### src/rtl/feature_map_mem.sv
// Feature-map pixel store: 1-cycle registered reads, same-edge writes with
// write-first forwarding, and a DEPTH-cycle zeroing sweep between frames.
module feature_map_mem #(
  parameter int COORD_BITS       = 4,
  parameter int CHANNELS         = 4,
  parameter int BITS_PER_CHANNEL = 8,
  parameter int IMG_WIDTH        = 8,
  parameter int IMG_HEIGHT       = 8
) (
  input  logic                                 clk,
  input  logic                                 reset,
  input  logic                                 read_req,
  input  logic [COORD_BITS-1:0]                coord_get_x,
  input  logic [COORD_BITS-1:0]                coord_get_y,
  output logic [CHANNELS*BITS_PER_CHANNEL-1:0] data_out,
  output logic                                 read_valid,
  input  logic                                 write_req,
  input  logic [COORD_BITS-1:0]                coord_wtr_x,
  input  logic [COORD_BITS-1:0]                coord_wtr_y,
  input  logic [CHANNELS*BITS_PER_CHANNEL-1:0] data_in,
  input  logic                                 clear_req,
  output logic                                 busy,
  output logic                                 clear_done,
  output logic                                 access_err
);

  localparam int DEPTH = IMG_WIDTH * IMG_HEIGHT;
  localparam int W     = CHANNELS * BITS_PER_CHANNEL;
  localparam int AW    = $clog2(DEPTH);
  localparam int AAW   = AW + 1;

  localparam logic [COORD_BITS:0] X_LIM    = (COORD_BITS+1)'(IMG_WIDTH);
  localparam logic [COORD_BITS:0] Y_LIM    = (COORD_BITS+1)'(IMG_HEIGHT);
  localparam logic [AAW-1:0]      WIDTH_A  = AAW'(IMG_WIDTH);
  localparam logic [AW-1:0]       LAST_CNT = AW'(DEPTH - 1);

  typedef enum logic {IDLE = 1'b0, CLEARING = 1'b1} state_t;

  state_t         state_q;
  logic [AW-1:0]  clr_cnt_q;
  logic           busy_q;
  logic           clear_done_q;
  logic [W-1:0]   data_out_q, data_out_d;
  logic           read_valid_q, read_valid_d;
  logic           access_err_q, access_err_d;

  logic [W-1:0]   mem_q [DEPTH];

  logic           rd_in_s, wr_in_s, rd_ok_s, wr_ok_s;
  logic [AAW-1:0] rd_addr_s, wr_addr_s;
  logic           mem_we_s;
  logic [AW-1:0]  mem_waddr_s;
  logic [W-1:0]   mem_wdata_s;

  assign rd_in_s   = ({1'b0, coord_get_x} < X_LIM) && ({1'b0, coord_get_y} < Y_LIM);
  assign wr_in_s   = ({1'b0, coord_wtr_x} < X_LIM) && ({1'b0, coord_wtr_y} < Y_LIM);
  assign rd_addr_s = AAW'(coord_get_y) * WIDTH_A + AAW'(coord_get_x);
  assign wr_addr_s = AAW'(coord_wtr_y) * WIDTH_A + AAW'(coord_wtr_x);
  assign rd_ok_s   = read_req  && (state_q == IDLE) && rd_in_s;
  assign wr_ok_s   = write_req && (state_q == IDLE) && wr_in_s;

  // Read response, error flag and the single RAM write port (sweep owns it while clearing)
  always_comb begin
    data_out_d   = data_out_q;
    read_valid_d = read_req;
    if (read_req) begin
      if (rd_ok_s) begin
        data_out_d = (wr_ok_s && (wr_addr_s == rd_addr_s)) ? data_in
                                                           : mem_q[rd_addr_s[AW-1:0]];
      end else begin
        data_out_d = '0;
      end
    end else begin
      data_out_d = data_out_q;
    end
    access_err_d = (read_req && !rd_ok_s) || (write_req && !wr_ok_s);

    mem_we_s    = 1'b0;
    mem_waddr_s = '0;
    mem_wdata_s = '0;
    if (state_q == CLEARING) begin
      mem_we_s    = 1'b1;
      mem_waddr_s = clr_cnt_q;
      mem_wdata_s = '0;
    end else if (wr_ok_s) begin
      mem_we_s    = 1'b1;
      mem_waddr_s = wr_addr_s[AW-1:0];
      mem_wdata_s = data_in;
    end else begin
      mem_we_s    = 1'b0;
    end
  end

  // Clear-sweep FSM with registered busy/clear_done
  always_ff @(posedge clk or posedge reset) begin
    if (reset) begin
      state_q      <= IDLE;
      clr_cnt_q    <= '0;
      busy_q       <= 1'b0;
      clear_done_q <= 1'b0;
    end else begin
      clear_done_q <= 1'b0;
      case (state_q)
        IDLE: begin
          if (clear_req) begin
            state_q   <= CLEARING;
            clr_cnt_q <= '0;
            busy_q    <= 1'b1;
          end
        end
        CLEARING: begin
          if (clr_cnt_q == LAST_CNT) begin
            state_q      <= IDLE;
            clr_cnt_q    <= '0;
            busy_q       <= 1'b0;
            clear_done_q <= 1'b1;
          end else begin
            clr_cnt_q <= clr_cnt_q + 1'b1;
          end
        end
        default: begin
          state_q   <= IDLE;
          clr_cnt_q <= '0;
          busy_q    <= 1'b0;
        end
      endcase
    end
  end

  // Registered read-port outputs
  always_ff @(posedge clk or posedge reset) begin
    if (reset) begin
      data_out_q   <= '0;
      read_valid_q <= 1'b0;
      access_err_q <= 1'b0;
    end else begin
      data_out_q   <= data_out_d;
      read_valid_q <= read_valid_d;
      access_err_q <= access_err_d;
    end
  end

  // Storage array, intentionally not reset
  always_ff @(posedge clk) begin
    if (mem_we_s) begin
      mem_q[mem_waddr_s] <= mem_wdata_s;
    end
  end

  assign data_out   = data_out_q;
  assign read_valid = read_valid_q;
  assign busy       = busy_q;
  assign clear_done = clear_done_q;
  assign access_err = access_err_q;

endmodule

### config.mk
export PLATFORM = sky130hd
export DESIGN_NAME = feature_map_mem
export DESIGN_NICKNAME = d
export VERILOG_FILES = /design/src/rtl/feature_map_mem.sv
export SDC_FILE = /design/constraint.sdc
export NUM_CORES = 2
export LEC_CHECK = 0
export BUFFER_PORTS_ARGS = -buffer_cell sky130_fd_sc_hd__buf_2
export CORE_MARGIN = 5
export CORE_UTILIZATION = 60
export CTS_BUF_LIST = sky130_fd_sc_hd__clkbuf_8 sky130_fd_sc_hd__clkbuf_16
export DETAILED_ROUTE_END_ITERATION = 7
export PLACE_DENSITY = 0.76
export SYNTH_ARGS = -nofsm -noshare
export SYNTH_HDL_FRONTEND = slang
export SYNTH_SLANG_ARGS = --single-unit
### constraint.sdc
create_clock -name clk -period 7.9 [get_ports clk]
set_input_delay 0.395 -clock clk [delete_from_list [all_inputs] [get_ports clk]]
set_output_delay 0.395 -clock clk [all_outputs]
set_load 0.05 [all_outputs]
Word-level counts from Yosys, hierarchy flattened
Memory sizes are Yosys's and may differ from the RTL's.
Cells that the tools add are included.
Cells by class
  add/sub/neg operators: 3
  $mul: 0
  divide/modulo/power cells: 0
  magnitude comparators: 4
  equality and inequality tests: 4
  shift operators: 0
  multiplexer cells: 21
  bitwise gates (word level): 1
  reduce and logical (&&, ||, !) cells: 13
Operators with widths (count)
  32-bit two-way mux: 4
  6-bit two-way mux: 4
  4-bit less-than comparator (second input constant): 4
  7-bit by 4-bit adder with 7-bit output: 2
  6-bit one-hot mux with 2 select lines: 1
  1-bit two-way mux: 10
  1-bit logical AND: 9
  7-bit equality test: 1
  6-bit by 1-bit adder with 6-bit output (second input constant): 1
  6-bit equality test (second input constant): 1
  1-bit one-hot mux with 2 select lines: 2
  1-bit logical NOT: 2
  2-bit by 1-bit inequality test with 1-bit output (second input constant): 1
  2-bit inequality test (second input constant): 1
  2-bit AND reduction: 1
  1-bit logical OR: 1
  1-bit inverter: 1
Word-level totals
  register bits after elaboration: 43
  bits in latches: 0
  bits in writable memories: 2048
  memory bits (read-only): 0
  input bits: 53
  output and inout port bits: 36
  logic and storage cells: 54
  memories: 1
Memories
  mem_q: depth 64, width 32, rd ports 1, clocked after memory_dff 0, wr ports 1, RTL line 47  | logic [W-1:0] mem_q [DEPTH];

Logic depth before layout (Yosys ltp)
  depth after elaboration: 7
  depth in mapped cells: 12
  mapped depth without buffers: 8

Worst setup path before layout
OpenSTA, ideal clock, no wires.
  path type: register to register
  start point: register state_q
  end point: memory mem_q[40][0] in the netlist's numbering (enable)
  setup time: 0.461 ns
  arrival time: 3.949 ns
  data required time: 7.439 ns
  setup slack: 3.490 ns
  stages on the path, launching flop included: 7
  path buffers: 2
  clock period less this slack: 4.410 ns
  cells stage by stage: dfrtp_1 clkbuf_1 or4b_1 clkbuf_1 o21ai_0 nand2_1 nor3_1
Between the ends
  longest elaborated chain between the ends: 7
  elaborated cells on any way between the ends: 9
  those cells by class: mux: 6; bitwise: 1; reduce/logical: 2
Ends and longest elaborated chain
  from (decl): RTL line 39  | state_t state_q;
  from (signal assigned): RTL line 97  | state_q <= IDLE;
  from (signal assigned): RTL line 106  | state_q <= CLEARING;
  from (signal assigned): RTL line 113  | state_q <= IDLE;
  1-bit inverter
  1-bit logical AND (2 in series): RTL line 60  | assign wr_ok_s = write_req && (state_q == IDLE) && wr_in_s;
  1-bit two-way mux: RTL line 85  | end else if (wr_ok_s) begin
  1-bit two-way mux: RTL line 81  | if (state_q == CLEARING) begin
  1-bit two-way mux: RTL line 145  | if (mem_we_s) begin
  1-bit two-way mux (not written as such): RTL line 146  | mem_q[mem_waddr_s] <= mem_wdata_s;
  to (decl): RTL line 47
Several ways; a longest one is shown, not always the timed one.

Worst setup path after layout
  start point: register state_q
  end point: memory mem_q[51][14] in the netlist's numbering (enable)
Same word-level chain as after synthesis.

==> implementation parameters <==
Parameter                              Value

Run status
  Run status ... finished with violations
  Failing checks ... max-capacitance violations, max-slew violations

Critical path
  Cell seen most often among critical-path stages ... sky130_fd_sc_hd__buf_4
  Delay contributed by the slowest stage of the critical path ... 1.03 ns
  Signal arrival time at the worst endpoint ... 5.09 ns
  Maximum fanout along the worst path ... 39
  Capture point of the worst path ... mem_q[51][14]$_DFFE_PP_
  Depth of the critical timing path with buffers and inverters included ... 7
  Critical Setup Path Class ... register to register
  Data required time at the worst endpoint ... 8.35 ns
  Startpoint kind of the worst setup timing path ... register
  Category of the worst setup path capture point ... register
  End of the worst register-to-register path ... mem_q[51][14]$_DFFE_PP_
  CP top delay family ... simple AND/OR/NAND/NOR gates
  Launching instance or port of the critical path ... state_q$_DFF_PP0_
  Count of cells along the worst register-to-register path ... 7
  Crit path buffers/inverters ... 2
  Critical-path top delay cell ... sky130_fd_sc_hd__nor2_4
  Critical-path cell list ... nor4b_2 -> buf_4 -> a32oi_1 -> a21oi_1 -> nand2_1 -> nor2_4 -> buf_4
  Beginning of the worst register-to-register path ... state_q$_DFF_PP0_
  Register-to-register setup slack ... 3.26 ns

Timing
  Tightest Pin Transition ... about 1.5 ns
  Remaining max-slew budget at the tightest pin ... -0.0102
  Final Worst Setup Slack ... 3.26 ns
  Pins Over Slew Limit ... 33
  Final period demand of the worst path ... 4.64 ns
  RSZ-0062 raised after global routing ... no
  WHS ... 0.147 ns
  Post-route clock period utilization ... 0.587
  Final setup violation count ... 0
  Worst Skew ... 0.0236 ns
  Setup tns final ... 0 ns
  Number of hold-slack violations in the final timing report ... 0
  Top achievable clock speed ... between 200 and 250 MHz

Min path
  Worst min-delay path category ... primary input to register

Power and ir drop
  Leakage component of the power ... 29.7 nW
  Peak VDD IR ... 0.000222 V
  Pwr per Cell Area ... 265 nW/um^2
  Post-route total power ... 23.9 mW

CTS
  Root Buffer Master ... sky130_fd_sc_hd__clkbuf_16
  Clock tree from TritonCTS ... done
  Clk_lat worst skew ... 0.83 ns
  Clock sink count ... 2091
  Count of H-tree levels built during CTS ... 4
  Number of resized instances in the post-cts repair step ... 0
  Bufs on Longest Clock Path ... 3
  Clock transition time at the flip-flop clock pins of the worst setup and hold paths ... 0.06 ns
  CTS Buf Count ... 196

Die
  Die area ... 141000 um^2
  Die width ... 376 um
  Initial standard-cell utilization of the core ... 0.603
  Total core area ... ~130000 um^2
  Die span in y ... around 380 um
  Top-level I/O count ... 89
  Site Rows ... about 130

Global route
  Pin count of the biggest net entering global routing ... 120
  First-pass GRT wire length ... 311000 um
  Initial antenna violation count ... 3
  Number of global-route vias before repair ... just over 40000
  All-layer global routing usage ... 0.316
  Total global routing overflow ... 0

Logic synthesis
  Share of the yosys chip area belonging to registers ... 0.778
  Mean area per synthesized cell ... 22.9 um^2
  Synthesis warning total ... 0
  Cell count after synthesis ... 3517
  Synth Cell Area ... slightly above 80000 um^2
  Cell taking the most area after synthesis ... sky130_fd_sc_hd__edfxtp_1
  Async set-reset flop share out of synthesis ... 0.0206
  Dominant cells by area after synthesis ... sky130_fd_sc_hd__edfxtp_1 76%, sky130_fd_sc_hd__mux4_2 15%, sky130_fd_sc_hd__dfrtp_1 1.3%, sky130_fd_sc_hd__mux2i_1 0.95%, sky130_fd_sc_hd__a22oi_1 0.77%
  Most instantiated flip-flop cell in the synthesis netlist ... sky130_fd_sc_hd__edfxtp_1
  Area share of the leading cell type in the synthesized netlist ... 0.765
  Seq cells post-synth ... 2091
  Count of unique library cells instantiated by Yosys ... slightly below 60
  EDFF count, synth ... 2048
  Net count after synthesis ... 3575

Drt
  Final routed wire length divided by cell count ... 38.8 um
  Via-to-Cell Ratio ... 7.23
  Post-detailed-route DRC marker count ... 0
  First-pass DRT Iterations ... 6
  Detail Route Antenna Nets ... 0
  Final wirelength ... 221000 um
  Iteration-0 DRC Markers ... 7116
  Via Count ... 41100

Placed design
  Final RePlAce weighted congestion ... 0.884
  Cell count after placement ... 5290
  Post-detail-place hpwl ... about 120000 um
  Port-buffer cells ... 88
  Worst slack at placement ... ~3.5 ns
  Placed instance area ... 83500 um^2

Finish
  Layout Utilization ... 0.676
  Post-layout instance area ... 90100 um^2
  Number of nets in the layout ... 3814
  Share of cells above drive strength 1 ... 0.289
  Most common cell after layout, fill and taps aside ... sky130_fd_sc_hd__edfxtp_1
  Area delta synth->final ... 12.0%
  Most used cells in the layout excluding fill and tap cells ... 2048 x sky130_fd_sc_hd__edfxtp_1, 545 x sky130_fd_sc_hd__mux4_2, 198 x sky130_fd_sc_hd__clkbuf_16
  Post-route insts no fill ... around 5700

Job
  Max_cap viols ... 1
==> power by group <==
group	internal, mW	switching (mW)
clock	5.08	4.08
combinational	0.621	1.36
sequential	12.6	0.143
==> synthesized netlist by cell type, types with 11 or more instances <==
master	number
sky130_fd_sc_hd__a2111oi_0	11
sky130_fd_sc_hd__a211oi_1	18
sky130_fd_sc_hd__a21oi_1	52
sky130_fd_sc_hd__a221o_1	16
sky130_fd_sc_hd__a22oi_1	83
sky130_fd_sc_hd__and2_1	35
sky130_fd_sc_hd__buf_1	11
sky130_fd_sc_hd__buf_2	63
sky130_fd_sc_hd__buf_4	20
sky130_fd_sc_hd__buf_6	28
sky130_fd_sc_hd__clkbuf_1	67
sky130_fd_sc_hd__dfrtp_1	43
sky130_fd_sc_hd__edfxtp_1	2048
sky130_fd_sc_hd__mux2i_1	76
sky130_fd_sc_hd__mux4_2	545
sky130_fd_sc_hd__nand2_1	52
sky130_fd_sc_hd__nand3_1	13
sky130_fd_sc_hd__nor2_1	98
sky130_fd_sc_hd__nor2b_1	27
sky130_fd_sc_hd__nor3_1	17
sky130_fd_sc_hd__nor4_1	13
sky130_fd_sc_hd__o21ai_0	19
sky130_fd_sc_hd__o21ai_1	23
sky130_fd_sc_hd__o22ai_1	30
==> layer usage <==
layer | part of all wire | wire length, um | global-route usage
met3 | 0.15 | 32600 | 0.0842
met4 | 0.050 | 11000 | 0.127
met2 | 0.46 | 102000 | 0.477
met5 | 0.000059 | 13 | 0
met1 | 0.34 | 74900 | 0.452
==> area by class of cell <==
| cell class | instances | area (um^2) |
|---|---|---|
| sequential | 2091 | 62600 |
| fill | 7869 | 43200 |
| multi-input combinational | 1225 | 17300 |
| clock buffer | 201 | 5000 |
| tap | 1768 | 2210 |
| timing repair buffer | 234 | 1770 |
| clock inverter | 158 | 1240 |
| inverter | 8 | 30.0 |
| antenna | 3 | 7.51 |
==> how the worst min path moves through the flow <==
stage	startpoint	end	slack [ns]	cells after the start
6_report	coord_get_y[3]	data_out[18]$_DFFE_PP0P_	0.15	4
4_1_cts	coord_get_y[3]	data_out[18]$_DFFE_PP0P_	0.1	4
2_1_floorplan	read_req	read_valid$_DFF_PP0_	0.43	0
3_5_place_dp	data_out[9]$_DFFE_PP0P_	data_out[9]$_DFFE_PP0P_	0.49	2
3_3_place_gp	data_out[13]$_DFFE_PP0P_	data_out[13]$_DFFE_PP0P_	0.47	2
5_1_grt	coord_get_x[3]	data_out[19]$_DFFE_PP0P_	0.15	4
==> logic make-up after synthesis <==
group / count (synthesis) / synth area share
and+or+nand+nor: 281 / 0.0169
muxes: 630 / 0.163
xor gates and xnor gates: 11 / 0.00137
buffers and inverters: 201 / 0.0143
AOI/OAI and AO/OA: 298 / 0.0254
DFF: 2091 / 0.778
adders and majority gates: 5 / 0.000778
==> registers in the layout (all words and copies together) (netlist names) <==
signal      flops
access_err      1
busy            1
clear_done      1
clr_cnt_q       6
data_out       32
mem_q        2048
read_valid      1
state_q         1
==> repair_timing <==
action                                 4_1_cts  5_1_grt
hold buffers                                36        0
endpoints found under the hold margin       79        0
setup buffers                                0        0
==> tightest hold or removal path, stage by stage <==
cell and delay, ns:
sky130_fd_sc_hd__buf_2 0.16, sky130_fd_sc_hd__nor4_2 0.14, sky130_fd_sc_hd__nand2_1 0.09, sky130_fd_sc_hd__o221ai_1 0.11
Power figures use the tool's default switching activity.
